--- config.mk ---
export PLATFORM = sky130hd
export DESIGN_NAME = grid_solve_ctrl
export DESIGN_NICKNAME = d
export VERILOG_FILES = /design/src/rtl/grid_pkg.sv /design/src/rtl/onehot_to_bin.sv /design/src/rtl/grid_solve_ctrl.sv
export SDC_FILE = /design/constraint.sdc
export NUM_CORES = 1
export LEC_CHECK = 0
export CORE_ASPECT_RATIO = 1.5
export CORE_MARGIN = 4
export CORE_UTILIZATION = 45
export CTS_CLUSTER_DIAMETER = 200
export DETAILED_ROUTE_END_ITERATION = 7
export PLACE_DENSITY = 0.77
export SLEW_MARGIN = 20
export SYNTH_ARGS = -nofsm -noshare
export SYNTH_HDL_FRONTEND = slang
export SYNTH_SLANG_ARGS = --single-unit
--- constraint.sdc ---
create_clock -name clock -period 2.6 [get_ports clock]
set_input_delay 0.39 -clock clock [delete_from_list [all_inputs] [get_ports clock]]
set_output_delay 0.39 -clock clock [all_outputs]
set_load 0.005 [all_outputs]
--- src/rtl/grid_pkg.sv ---
// Shared types and widths for the sudoku grid solve controller.
// Grid dimensions normally arrive from grid_dimensions.svh; the 4x4 model grid is the fallback.
`ifndef GRID_LEN
`define GRID_LEN 4
`endif
`ifndef GRID_AREA
`define GRID_AREA 16
`endif

package grid_pkg;

    localparam int GRID_LEN   = `GRID_LEN;
    localparam int GRID_AREA  = `GRID_AREA;
    localparam int CELL_IDX_W = $clog2(GRID_AREA);
    localparam int CELL_VAL_W = $clog2(GRID_LEN + 1);

    typedef enum logic [5:0] {
        IDLE   = 6'b000001,
        CLEAR  = 6'b000010,
        START  = 6'b000100,
        SOLVE  = 6'b001000,
        DUMP   = 6'b010000,
        REPORT = 6'b100000
    } ctrl_state_e;

endpackage

--- src/rtl/onehot_to_bin.sv ---
// Converts a one-hot cell value to its binary digit (bit position + 1, 0 when empty).
// Several bits set resolve to the lowest one.
module onehot_to_bin
    import grid_pkg::*;
(
    input  logic [GRID_LEN-1:0]   i_onehot,
    output logic [CELL_VAL_W-1:0] o_bin
);

    // Scanning downwards lets the lowest set bit overwrite any higher one.
    always_comb begin
        o_bin = '0;
        for (int i = GRID_LEN - 1; i >= 0; i--) begin
            if (i_onehot[i]) o_bin = CELL_VAL_W'(i + 1);
        end
    end

endmodule

--- src/rtl/grid_solve_ctrl.sv ---
// Host-side sequencer for one sudoku grid: clear, start, watch for done, stream the
// solved cells out row-major over valid/ready, then pulse a one-cycle status report.
module grid_solve_ctrl
    import grid_pkg::*;
#(
    parameter int CLEAR_CYCLES   = 2,
    parameter int TIMEOUT_CYCLES = 1 << 20
) (
    input  logic                  clock,
    input  logic                  reset,
    input  logic                  rq_solve,
    input  logic                  abort,
    output logic                  busy,
    output logic                  grid_reset,
    output logic                  grid_start,
    input  logic                  grid_done,
    input  logic                  grid_success,
    output logic [CELL_IDX_W-1:0] rd_idx,
    input  logic [GRID_LEN-1:0]   rd_value,
    output logic                  out_valid,
    input  logic                  out_ready,
    output logic [CELL_VAL_W-1:0] out_value,
    output logic                  out_last,
    output logic                  rpt_valid,
    output logic                  rpt_success,
    output logic                  rpt_timeout,
    output logic                  rpt_aborted
);

    localparam int CLR_W = $clog2(CLEAR_CYCLES + 1);
    localparam int WD_W  = $clog2(TIMEOUT_CYCLES + 1);
    localparam logic [CLR_W-1:0]      CLR_LAST = CLR_W'(CLEAR_CYCLES - 1);
    localparam logic [WD_W-1:0]       WD_LAST  = WD_W'(TIMEOUT_CYCLES - 1);
    localparam logic [CELL_IDX_W-1:0] IDX_LAST = CELL_IDX_W'(GRID_AREA - 1);

    ctrl_state_e             r_state;
    ctrl_state_e             w_nextState;
    logic [CLR_W-1:0]        r_clrCnt;
    logic [WD_W-1:0]         r_wdog;
    logic [CELL_IDX_W-1:0]   r_rdIdx;
    logic                    r_outValid;
    logic                    r_outLast;
    logic                    r_allLoaded;
    logic [CELL_VAL_W-1:0]   r_outValue;
    logic [CELL_VAL_W-1:0]   w_encValue;
    logic                    r_rptSuccess;
    logic                    r_rptTimeout;
    logic                    r_rptAborted;
    logic                    w_setSuccess;
    logic                    w_setTimeout;
    logic                    w_setAborted;
    logic                    w_load;
    logic                    w_lastBeat;

    onehot_to_bin u_enc (
        .i_onehot (rd_value),
        .o_bin    (w_encValue)
    );

    assign w_load     = (r_state == DUMP) && !r_allLoaded && (!r_outValid || out_ready);
    assign w_lastBeat = r_outValid && out_ready && r_outLast;

    always_comb begin
        w_nextState  = r_state;
        w_setSuccess = 1'b0;
        w_setTimeout = 1'b0;
        w_setAborted = 1'b0;
        busy         = 1'b1;
        grid_reset   = 1'b0;
        grid_start   = 1'b0;
        rpt_valid    = 1'b0;
        unique case (r_state)
            IDLE: begin
                busy       = 1'b0;
                grid_reset = 1'b1;
                if (rq_solve) w_nextState = CLEAR;
            end
            CLEAR: begin
                grid_reset = 1'b1;
                if (abort) begin
                    w_nextState  = REPORT;
                    w_setAborted = 1'b1;
                end else if (r_clrCnt == CLR_LAST) begin
                    w_nextState = START;
                end
            end
            START: begin
                grid_start = 1'b1;
                if (abort) begin
                    w_nextState  = REPORT;
                    w_setAborted = 1'b1;
                end else begin
                    w_nextState = SOLVE;
                end
            end
            SOLVE: begin
                if (abort) begin
                    w_nextState  = REPORT;
                    w_setAborted = 1'b1;
                end else if (grid_done) begin
                    w_nextState = grid_success ? DUMP : REPORT;
                end else if (r_wdog == WD_LAST) begin
                    w_nextState  = REPORT;
                    w_setTimeout = 1'b1;
                end
            end
            DUMP: begin
                if (abort) begin
                    w_nextState  = REPORT;
                    w_setAborted = 1'b1;
                end else if (w_lastBeat) begin
                    w_nextState  = REPORT;
                    w_setSuccess = 1'b1;
                end
            end
            REPORT: begin
                grid_reset  = 1'b1;
                rpt_valid   = 1'b1;
                w_nextState = IDLE;
            end
            default: begin
                grid_reset  = 1'b1;
                w_nextState = IDLE;
            end
        endcase
    end

    // Result flags are captured on the edge that enters REPORT, so they are zero elsewhere.
    always_ff @(posedge clock) begin
        if (reset) begin
            r_state      <= IDLE;
            r_clrCnt     <= '0;
            r_wdog       <= '0;
            r_rdIdx      <= '0;
            r_outValid   <= 1'b0;
            r_outLast    <= 1'b0;
            r_outValue   <= '0;
            r_allLoaded  <= 1'b0;
            r_rptSuccess <= 1'b0;
            r_rptTimeout <= 1'b0;
            r_rptAborted <= 1'b0;
        end else begin
            r_state      <= w_nextState;
            r_rptSuccess <= w_setSuccess;
            r_rptTimeout <= w_setTimeout;
            r_rptAborted <= w_setAborted;
            unique case (r_state)
                IDLE:  r_clrCnt <= '0;
                CLEAR: r_clrCnt <= r_clrCnt + CLR_W'(1);
                START: r_wdog   <= '0;
                SOLVE: begin
                    r_wdog      <= r_wdog + WD_W'(1);
                    r_rdIdx     <= '0;
                    r_allLoaded <= 1'b0;
                end
                default: ;
            endcase
            if (w_load) begin
                r_outValid <= 1'b1;
                r_outValue <= w_encValue;
                r_outLast  <= (r_rdIdx == IDX_LAST);
                if (r_rdIdx == IDX_LAST) r_allLoaded <= 1'b1;
                else                     r_rdIdx     <= r_rdIdx + CELL_IDX_W'(1);
            end else if (r_outValid && out_ready) begin
                r_outValid <= 1'b0;
            end
            // Leaving DUMP (done or aborted) drops the stream without a trailing beat.
            if (w_nextState != DUMP) begin
                r_outValid <= 1'b0;
                r_outLast  <= 1'b0;
            end
        end
    end

    assign rd_idx      = r_rdIdx;
    assign out_valid   = r_outValid;
    assign out_value   = r_outValue;
    assign out_last    = r_outLast;
    assign rpt_success = r_rptSuccess;
    assign rpt_timeout = r_rptTimeout;
    assign rpt_aborted = r_rptAborted;

endmodule
==> summary.md, run 1 <==
| Metric | Value |
|---|---|
| Status | complete, no violations |
| Pint | between 900 and 1000 uW |
| Final nets | between 200 and 300 |
| Ys flop type | dfxtp_1 |
| Compound-Gate Fraction of Synth Area | 17.2% |
| Synth Register Bits | 42 |
| Final ANT Viol Nets | 0 |
| Worst Setup Path Type | reg2out |
| Synthesized area per cell | ~8.4 um2 |
| Sw frac | between 20% and 30% |
| Drt first pass iters | 4 |
| Sequential power share | a little under three fifths |
| Final hold violation count | 0 |
| Min Tclk post-route | about 2500 ps |
| Worst-path fanout max | 7 |
| Setup TNS | 0 ps |
| Net Sw Power | approximately 270 uW |
| Post-Syn Instances | around 250 |
| Most frequent cells in the layout | dfxtp_1 (42), clkdlybuf4s50_1 (26), nand2_1 (25) |
| Number of port buffers | 26 |
| Comb power frac | 8.5% |
| Ys Warns | 0 |
| Largest net degree at the start of global routing | 21 |
| Drt drc | 0 |
| Initial core utilization | a little under half |
| CORE AREA | about 4500 um2 |
| Distinct cell type count after synthesis | slightly below 50 |
| Die X-Extent | 64.0 um |
| All-layer global routing usage | between 15 and 20% |
| Power Density | 460 nW/um2 |
| DP HPWL | 3590 um |
| Ys async rst share | 0% |
| First-pass GRT wire length | a little over 8000 um |
| Clock share of power | between 30% and 40% |
| Max-Cap Viols | 0 |
| Slew Viols, Final | 0 |
| Layout cell share with drive strength beyond 1 | ~10% |
| Vias/cell | roughly 5.7 |
| Worst rel slew slack | between 50% and 60% |
| H-tree levels | 2 |
| Met3 usage | 3.31% |
| Number of synthesized flops with an enable pin | 0 |
| Num CTS Buffers | 5 |
| Post-Route WL | 4760 um |
| Area share of the largest cell type after synthesis | between 30% and 40% |
| Hold WS | about 460 ps |
| Post-Synth Adder-Cell Area | ~1.8% |
| Simple-Gate Fraction of Synth Area | approximately 33% |
| Mux cell area share after synthesis | between 3 and 4% |
| Most crowded layer after global routing | met2 |
| Dominant cells by area after synthesis | dfxtp_1 (40%), nand2_1 (4.4%), a21oi_1 (3.8%) |
| Initial antenna violation count | 0 |
| DIE HEIGHT | ~90 um |
| Crit path capture type | primary output |
| CTS tree | yes |
| Number of top-level pins | 27 |
| Layout area overhead | 20.9% |
| Mapped Nets | roughly 270 |
| Worst slew pin tran | ~690 ps |
| RSZ-0062 raised after global routing | no |
| DRT iter0 DRCs | 95 |
| WP data required | between 2000 and 2500 ps |
| Clock skew | 4.43 ps |
| # hold bufs at CTS | 0 |
| Met1 Track Usage GR | 20.3% |
| Crit start category | flop |
| Peak supply drop | approximately 0.43 mV |
| Fillcell total | 421 |
| Commonest non-fill, non-tap cell in the layout | dfxtp_1 |
| Fmax | just over 0.4 GHz |
| CTS max path bufs | 2 |
| Leak | 0.000872 uW |
| # clock sinks | 42 |
| FP Rows | 30 |
| Via count | between 1500 and 2000 |
| Dpl cells | 340 |
| Register area share after synthesis | around two fifths |
| Final Cycle Share | between 90% and 100% |
| Met2 Use GR | between 30% and 40% |
| Gpl congestion | 0.843 |
| Post-detailed-route wirelength per cell | ~14 um |
| Hold WC Path Type | reg2reg |
| Final Setup Violations | 0 |
| Die area | 5890 um2 |
| Layout Cells excl Fill | ~350 |
| Postcts setup bufs | 0 |
| Total gr overflow | 0 |
| Vias in the first global route | 1859 |
| Post-CTS sizing | 0 |
| Clock root buffer | clkbuf_8 |
| Largest family of logic cells by synthesized area | simple AND/OR/NAND/NOR gates |
| Reg clk slew, reported paths | 70 ps |
| Area leader, netlist | dfxtp_1 |
| XOR/XNOR Fraction of Synth Area | less than 1% |
| Worst-Skew Late Latency | slightly below 300 ps |
| Syn Std Cell Area | between 2000 and 2500 um2 |
| Worst path arrival time | roughly 2100 ps |
| Antenna cells | 0 |
power groups by stage:
stage / Combinational (uW) / Sequential (uW) / Clock [uW]
floorplan: 60.6 / 667 / 0
global placement: 99.0 / 667 / 0
detailed placement: 99.6 / 668 / 0
CTS: 100 / 653 / 441
global route: 110 / 654 / 464
finish: 100 / 653 / 423
critical path, stage by stage (launching register included):
cell,delay [ps]
dfxtp_1,350
or4_1,670
nor3b_1,250
clkdlybuf4s50_1,540
registers in the layout, indices dropped and copies added, names as in the netlist:
signal       count
out_last         1
out_valid        1
out_value        3
r_allLoaded      1
r_clrCnt         2
r_state          6
r_wdog          21
rd_idx           4
rpt_aborted      1
rpt_success      1
rpt_timeout      1
synth_stat cells, types with 5 or more instances:
library cell / instances
or2_2: 8
mux2i_1: 8
clkbuf_1: 7
nor2_1: 17
nor2b_1: 5
o211ai_1: 8
nand2_1: 25
a21oi_1: 16
nor4_1: 6
nand3_1: 15
or4_1: 6
o21ai_0: 9
nand4_1: 6
nor3_1: 13
dfxtp_1: 42
layer usage:
layer  part of all wire [%]  routed length (um)  vias up
li1                       -                   -     1005
met1                     42                1980      913
met2                     52                2460       45
met3                    4.9                 231        8
met4                    1.8                  87        0
met5                      0                   0        -
layout make-up:
| type | count | area, um2 | share of cell area, % |
|---|---|---|---|
| Inverter | 4 | 15.0 | 0.587 |
| Tap cell | 64 | 80.1 | 3.13 |
| Clock inverter | 1 | 5.00 | 0.196 |
| Clock buffer | 7 | 86.3 | 3.37 |
| Timing Repair Buffer | 35 | 328 | 12.8 |
| Multi-Input combinational cell | 195 | 1200 | 47.1 |
| Sequential cell | 42 | 841 | 32.8 |
metrics by stage:
stage               utilization, %  setup WS, ps  cell area [um2]  total power, uW
finish                        56.4           116             2560             1180
global route                  56.4          35.0             2560             1230
CTS                           56.4           101             2560             1190
detailed placement            54.4           289             2470              768
global placement              54.4           341             2470              766
floorplan                        -           373             2120              727
final timing paths:
path / depth (start not counted) / slack (ps) / to / start
worst min register to register: 2 / 460 / out_value[1] / out_value[1]
worst max-delay path: 3 / 120 / rpt_valid / r_state[0]
worst max register to register: 4 / 260 / out_value[1] / r_state[0]
worst min-delay path: 2 / 460 / out_value[1] / out_value[1]
cells by family after synthesis:
| logic type | count (synthesis) |
|---|---|
| and+or+nand+nor | 128 |
| AOI/OAI and AO/OA | 54 |
| DFF | 42 |
| buffers and inverters | 15 |
| muxes | 8 |
| adders and majority gates | 3 |
| xor gates and xnor gates | 2 |
No activity file was read; power rests on OpenSTA's default activity.
==> inputs of run 2 (changes only) <==
--- a/config.mk
+++ b/config.mk
@@ -7,10 +7,10 @@
 export LEC_CHECK = 0
 export CORE_ASPECT_RATIO = 1.5
 export CORE_MARGIN = 4
-export CORE_UTILIZATION = 45
+export CORE_UTILIZATION = 55
 export CTS_CLUSTER_DIAMETER = 200
 export DETAILED_ROUTE_END_ITERATION = 7
-export PLACE_DENSITY = 0.77
+export PLACE_DENSITY = 0.89
 export SLEW_MARGIN = 20
 export SYNTH_ARGS = -nofsm -noshare
 export SYNTH_HDL_FRONTEND = slang
==> summary.md, run 2 (synthesized netlist as in run 1, its figures left out) <==
| Metric | Value |
|---|---|
| Layout cell share with drive strength beyond 1 | 9.29% (-0.93 points) |
| Largest register by flop count | r_wdog |
| # clock sinks | 42 (unchanged) |
| Initial antenna violation count | 0 (unchanged) |
| Clock root buffer | clkbuf_8 |
| First-pass GRT wire length | 8330 um (+0.17%) |
| Post-Route WL | 4780 um (+0.42%) |
| Peak supply drop | 0.319 mV (-27%) |
| Gpl congestion | 0.865 (+2.6%) |
| DP Worst Slack | 325 ps (+36.2 ps) |
| Leak | 0.000858 uW (-1.6%) |
| Final nets | 295 (-0.67%) |
| Status | complete, no violations |
| Largest register FFs | 21 (unchanged) |
| # hold bufs at CTS | 0 (unchanged) |
| H-tree levels | 2 (unchanged) |
| Hold WS | 453 ps (-5.01 ps) |
| Crit path capture type | primary output |
| Post-CTS sizing | 0 (unchanged) |
| Number of top-level pins | 27 (unchanged) |
| Dpl cells | 317 (-6.8%) |
| Setup TNS | 0 ps (unchanged) |
| Worst R2R Setup Slack | 290 ps (+30 ps) |
| All-layer global routing usage | 21.2% (+3.7 points) |
| Die X-Extent | 58.7 um (-8.4%) |
| Fmax | 0.402 GHz (about the same) |
| Reg clk slew, reported paths | 70 ps (about the same) |
| Hold WC Path Type | reg2reg |
| Commonest non-fill, non-tap cell in the layout | dfxtp_1 |
| CP peak stage delay | 660 ps (about the same) |
| WP buf/inv | 1 (unchanged) |
| Drt drc | 0 (unchanged) |
| Vias/cell | 6.31 (+11%) |
| Worst-path fanout max | 7 (unchanged) |
| Crit start category | flop |
| FP Rows | 27 (-10%) |
| Most frequent cells in the layout | dfxtp_1 (42), clkdlybuf4s50_1 (26), nand2_1 (25) |
| Postcts setup bufs | 0 (unchanged) |
| Drt first pass iters | 4 (unchanged) |
| CTS tree | yes |
| Min Tclk post-route | 2490 ps (+2.03 ps) |
| Die area | 4930 um2 (-16%) |
| Layout area overhead | 18.5% |
| Slowest cell on the critical path | or4_1 |
| Via count | 2038 (+3.4%) |
| Max-Cap Viols | 0 (unchanged) |
| Layout Cells excl Fill | 323 (-7.2%) |
| DRT iter0 DRCs | 88 (-7.4%) |
| Largest net degree at the start of global routing | 22 (+4.8%) |
| Final Cycle Share | 95.6% (about the same) |
| Clock skew | 4.82 ps (+0.393 ps) |
| CORE AREA | 3680 um2 (-19%) |
| Top delay family on crit path | simple AND/OR/NAND/NOR gates |
| CTS max path bufs | 2 (unchanged) |
| Final setup margin | 114 ps (-2.03 ps) |
| Final ANT Viol Nets | 0 (unchanged) |
| Slew Viols, Final | 0 (unchanged) |
| DIE HEIGHT | 84.0 um (-8.7%) |
| Final Setup Violations | 0 (unchanged) |
| DP HPWL | 3520 um (-2.0%) |
| Worst rel slew slack | 53.7% (-0.23 points) |
| Worst path cell trace | or4_1, nor3b_1, clkdlybuf4s50_1 |
| Total power | 1160 uW (-1.0%) |
| Final hold violation count | 0 (unchanged) |
| Num CTS Buffers | 5 (unchanged) |
| Worst path arrival time | 2100 ps (about the same) |
| Total gr overflow | 0 (unchanged) |
| Post-detailed-route wirelength per cell | 14.8 um (+8.2%) |
| WP data required | 2210 ps (about the same) |
| RSZ-0062 raised after global routing | no |
| Worst-Skew Late Latency | 290 ps (about the same) |
| Vias in the first global route | 1939 (+4.3%) |
| Worst Setup Path Type | reg2out |
| Worst slew pin tran | 692 ps (+3.45 ps) |
| Power Density | 464 nW/um2 (+0.93%) |
| Number of port buffers | 26 (unchanged) |
| Fillcell total | 305 (-28%) |
| Initial core utilization | 57.5% (+11 points) |
| Antenna cells | 0 (unchanged) |
-- run 2: cell count changes in the layout (fill, tap and decap cells not counted) --
cell	delta
clkinv_2	-1
clkbuf_1	-1
buf_4	-2
-- run 2: per-stage QoR --
stage          instance area (um2)  utilization [%]
4_1_cts                       2510             68.2
3_3_place_gp                  2430             65.9
3_5_place_dp                  2430             65.9
6_report                      2510             68.2
5_1_grt                       2510             68.2
2_1_floorplan                 2120                -
-- run 2: worst paths after layout --
check / cells past startpoint / start / endpoint
hold / removal: 2 / out_value[1] / out_value[1]
setup / recovery: 3 / r_state[0] / rpt_valid
setup reg to reg: 4 / r_state[0] / out_value[1]
hold reg to reg: 2 / out_value[1] / out_value[1]
-- run 2: power by group --
| part | total [uW] | switching, uW | internal [uW] | leakage (uW) |
|---|---|---|---|---|
| clock network | 411 | 206 | 205 | 0.0000431 |
| logic | 99.8 | 52.7 | 47.1 | 0.000477 |
| registers | 654 | 6.07 | 647 | 0.000339 |
-- run 2: routing by layer --
layer | routed length, um | up-vias | global-route usage, %
met3 | 213 | 12 | 5.11
met2 | 2490 | 54 | 37.5
li1 | - | 1006 | -
met4 | 108 | 0 | 10.1
met5 | 0 | - | 0
met1 | 1960 | 966 | 22.5
-- run 2: cell type report --
type	instances	area, um2	share of cell area, %
multi-input combinational	195	1200	48.0
sequential	42	841	33.5
inverter	4	15.0	0.598
tap	43	53.8	2.14
timing repair buffer	33	313	12.5
clock buffer	6	82.6	3.29
-- run 2: worst min-delay path, delay by kind of cell, from the launching register on --
kind	cells	cell delay (ps)
AOI/OAI and AO/OA	1	50
DFF	1	310
and+or+nand+nor	1	50
==> inputs of run 3 (changes only) <==
--- a/config.mk
+++ b/config.mk
@@ -10,7 +10,7 @@
 export CORE_UTILIZATION = 55
 export CTS_CLUSTER_DIAMETER = 200
 export DETAILED_ROUTE_END_ITERATION = 7
-export PLACE_DENSITY = 0.89
+export PLACE_DENSITY = 0.79
 export SLEW_MARGIN = 20
 export SYNTH_ARGS = -nofsm -noshare
 export SYNTH_HDL_FRONTEND = slang
==> summary.md, run 3 (synthesized netlist as in run 1, its figures left out) <==
| Metric | Value |
|---|---|
| Status | complete, no violations |
| Postcts setup bufs | 0 (unchanged) |
| Crit. Startpoint | r_state[0] |
| DP Worst Slack | 307 ps (-17.7 ps) |
| Slew Viols, Final | 0 (unchanged) |
| Antenna cells | 0 (unchanged) |
| DRT iter0 DRCs | 42 (-52%) |
| Worst slew pin tran | 556 ps (-137 ps) |
| Total gr overflow | 0 (unchanged) |
| Via count | 1986 (-2.6%) |
| Crit start category | flop |
| Post-CTS sizing | 0 (unchanged) |
| Power Density | 472 nW/um2 (+1.8%) |
| Drt first pass iters | 5 (+1) |
| Worst-path fanout max | 7 (unchanged) |
| Total power | 1200 uW (+2.8%) |
| Peak supply drop | 0.367 mV (+15%) |
| Final Cycle Share | 95.9% (+0.25 points) |
| Worst rel slew slack | 62.8% (+9.1 points) |
| Hold path depth | 2 (unchanged) |
| Largest register by flop count | r_wdog |
| Layout area overhead | 19.7% |
| # clock sinks | 42 (unchanged) |
| Final ANT Viol Nets | 0 (unchanged) |
| Worst Setup Path Type | reg2out |
| Clock root buffer | clkbuf_8 |
| DP HPWL | 3640 um (+3.7%) |
| Gpl congestion | 0.859 (-0.75%) |
| Min Tclk post-route | 2490 ps (+6.39 ps) |
| Initial antenna violation count | 0 (unchanged) |
| Worst path arrival time | 2100 ps (about the same) |
| Worst r2r src | r_state[0] |
| All-layer global routing usage | 21.1% (-0.063 points) |
| CTS max path bufs | 2 (unchanged) |
| Largest net degree at the start of global routing | 28 (+27%) |
| Number of port buffers | 26 (unchanged) |
| RSZ-0062 raised after global routing | no |
| Vias in the first global route | 1928 (-0.57%) |
| Crit path capture type | primary output |
| Initial core utilization | 57.5% (unchanged) |
| Hold WC Path Type | reg2reg |
| Post-detailed-route wirelength per cell | 15.1 um (+2.0%) |
| Max-Cap Viols | 0 (unchanged) |
| DIE HEIGHT | 84.0 um (unchanged) |
| CP endpoint | rpt_valid |
| Number of top-level pins | 27 (unchanged) |
| Die X-Extent | 58.7 um (unchanged) |
| Leak | 0.000867 uW (+1.0%) |
| Num CTS Buffers | 5 (unchanged) |
| Final setup margin | 107 ps (-6.39 ps) |
| Setup TNS | 0 ps (unchanged) |
| H-tree levels | 2 (unchanged) |
| Final Setup Violations | 0 (unchanged) |
| Worst-Skew Late Latency | 300 ps (about the same) |
| Post-Route WL | 4900 um (+2.6%) |
| Vias/cell | 6.11 (-3.2%) |
| Layout cell share with drive strength beyond 1 | 9.93% (+0.64 points) |
| WP data required | 2210 ps (about the same) |
| Final hold violation count | 0 (unchanged) |
| RR Endpoint | out_value[1] |
| First-pass GRT wire length | 8270 um (-0.74%) |
| Worst R2R Setup Slack | 290 ps (about the same) |
| HP Start | out_value[2] |
| Most frequent cells in the layout | dfxtp_1 (42), clkdlybuf4s50_1 (26), nand2_1 (25) |
| Clock skew | 5.58 ps (+0.763 ps) |
| Final nets | 295 (unchanged) |
| FP Rows | 27 (unchanged) |
| Reg clk slew, reported paths | 80 ps (about the same) |
| Die area | 4930 um2 (unchanged) |
| CTS tree | yes |
| CORE AREA | 3680 um2 (unchanged) |
| Fmax | 0.401 GHz (-0.26%) |
| Register-to-Register Path Depth | 4 (unchanged) |
| Drt drc | 0 (unchanged) |
| Largest register FFs | 21 (unchanged) |
| Commonest non-fill, non-tap cell in the layout | dfxtp_1 |
| # hold bufs at CTS | 0 (unchanged) |
run 3: cell count changes in the layout (fill, tap and decap cells not counted):
cell	previous run	this run
buf_4	7	6
clkinv_2	0	1
buf_12	0	1
clkinvlp_4	0	1
run 3: routing by layer:
layer / up-vias / routed length (um) / global-route usage [%]
met2: 44 / 2530 / 37.7
met3: 10 / 187 / 4.64
met5: - / 0 / 0
met4: 0 / 100 / 8.87
li1: 1000 / - / -
met1: 932 / 2080 / 23.0
run 3: metrics by stage:
stage          util [%]  std cells  area, um2  hold slack (ps)
2_1_floorplan         -        252       2120              427
3_3_place_gp       66.3        317       2440              455
3_5_place_dp       66.3        317       2440              456
4_1_cts            68.8        325       2530              466
5_1_grt            68.8        325       2530              489
6_report           68.8        325       2530              461
run 3: area by class of cell:
class	count	area, um2
clock buffer	6	82.6
clock inverter	2	12.5
fill	315	1150
inverter	4	15.0
multi-input combinational	195	1200
sequential	42	841
tap	43	53.8
timing repair buffer	33	325
run 3: worst min-delay path by stage:
stage / to / slack [ps]
6_report: out_value[2] / 460
2_1_floorplan: rpt_timeout / 430
3_5_place_dp: out_value[2] / 460
3_3_place_gp: out_value[1] / 460
4_1_cts: out_value[2] / 470
5_1_grt: out_value[2] / 490
run 3: critical path, stage by stage (launching register included):
cell             delay, ps
dfxtp_1                350
or4_1                  650
nor3b_1                260
clkdlybuf4s50_1        540
run 3: where the power goes:
part	internal, uW	leakage [uW]	switching [uW]
Clock	213	0.0000472	228
Sequential	647	0.000339	5.82
Combinational	49.1	0.000481	52.7
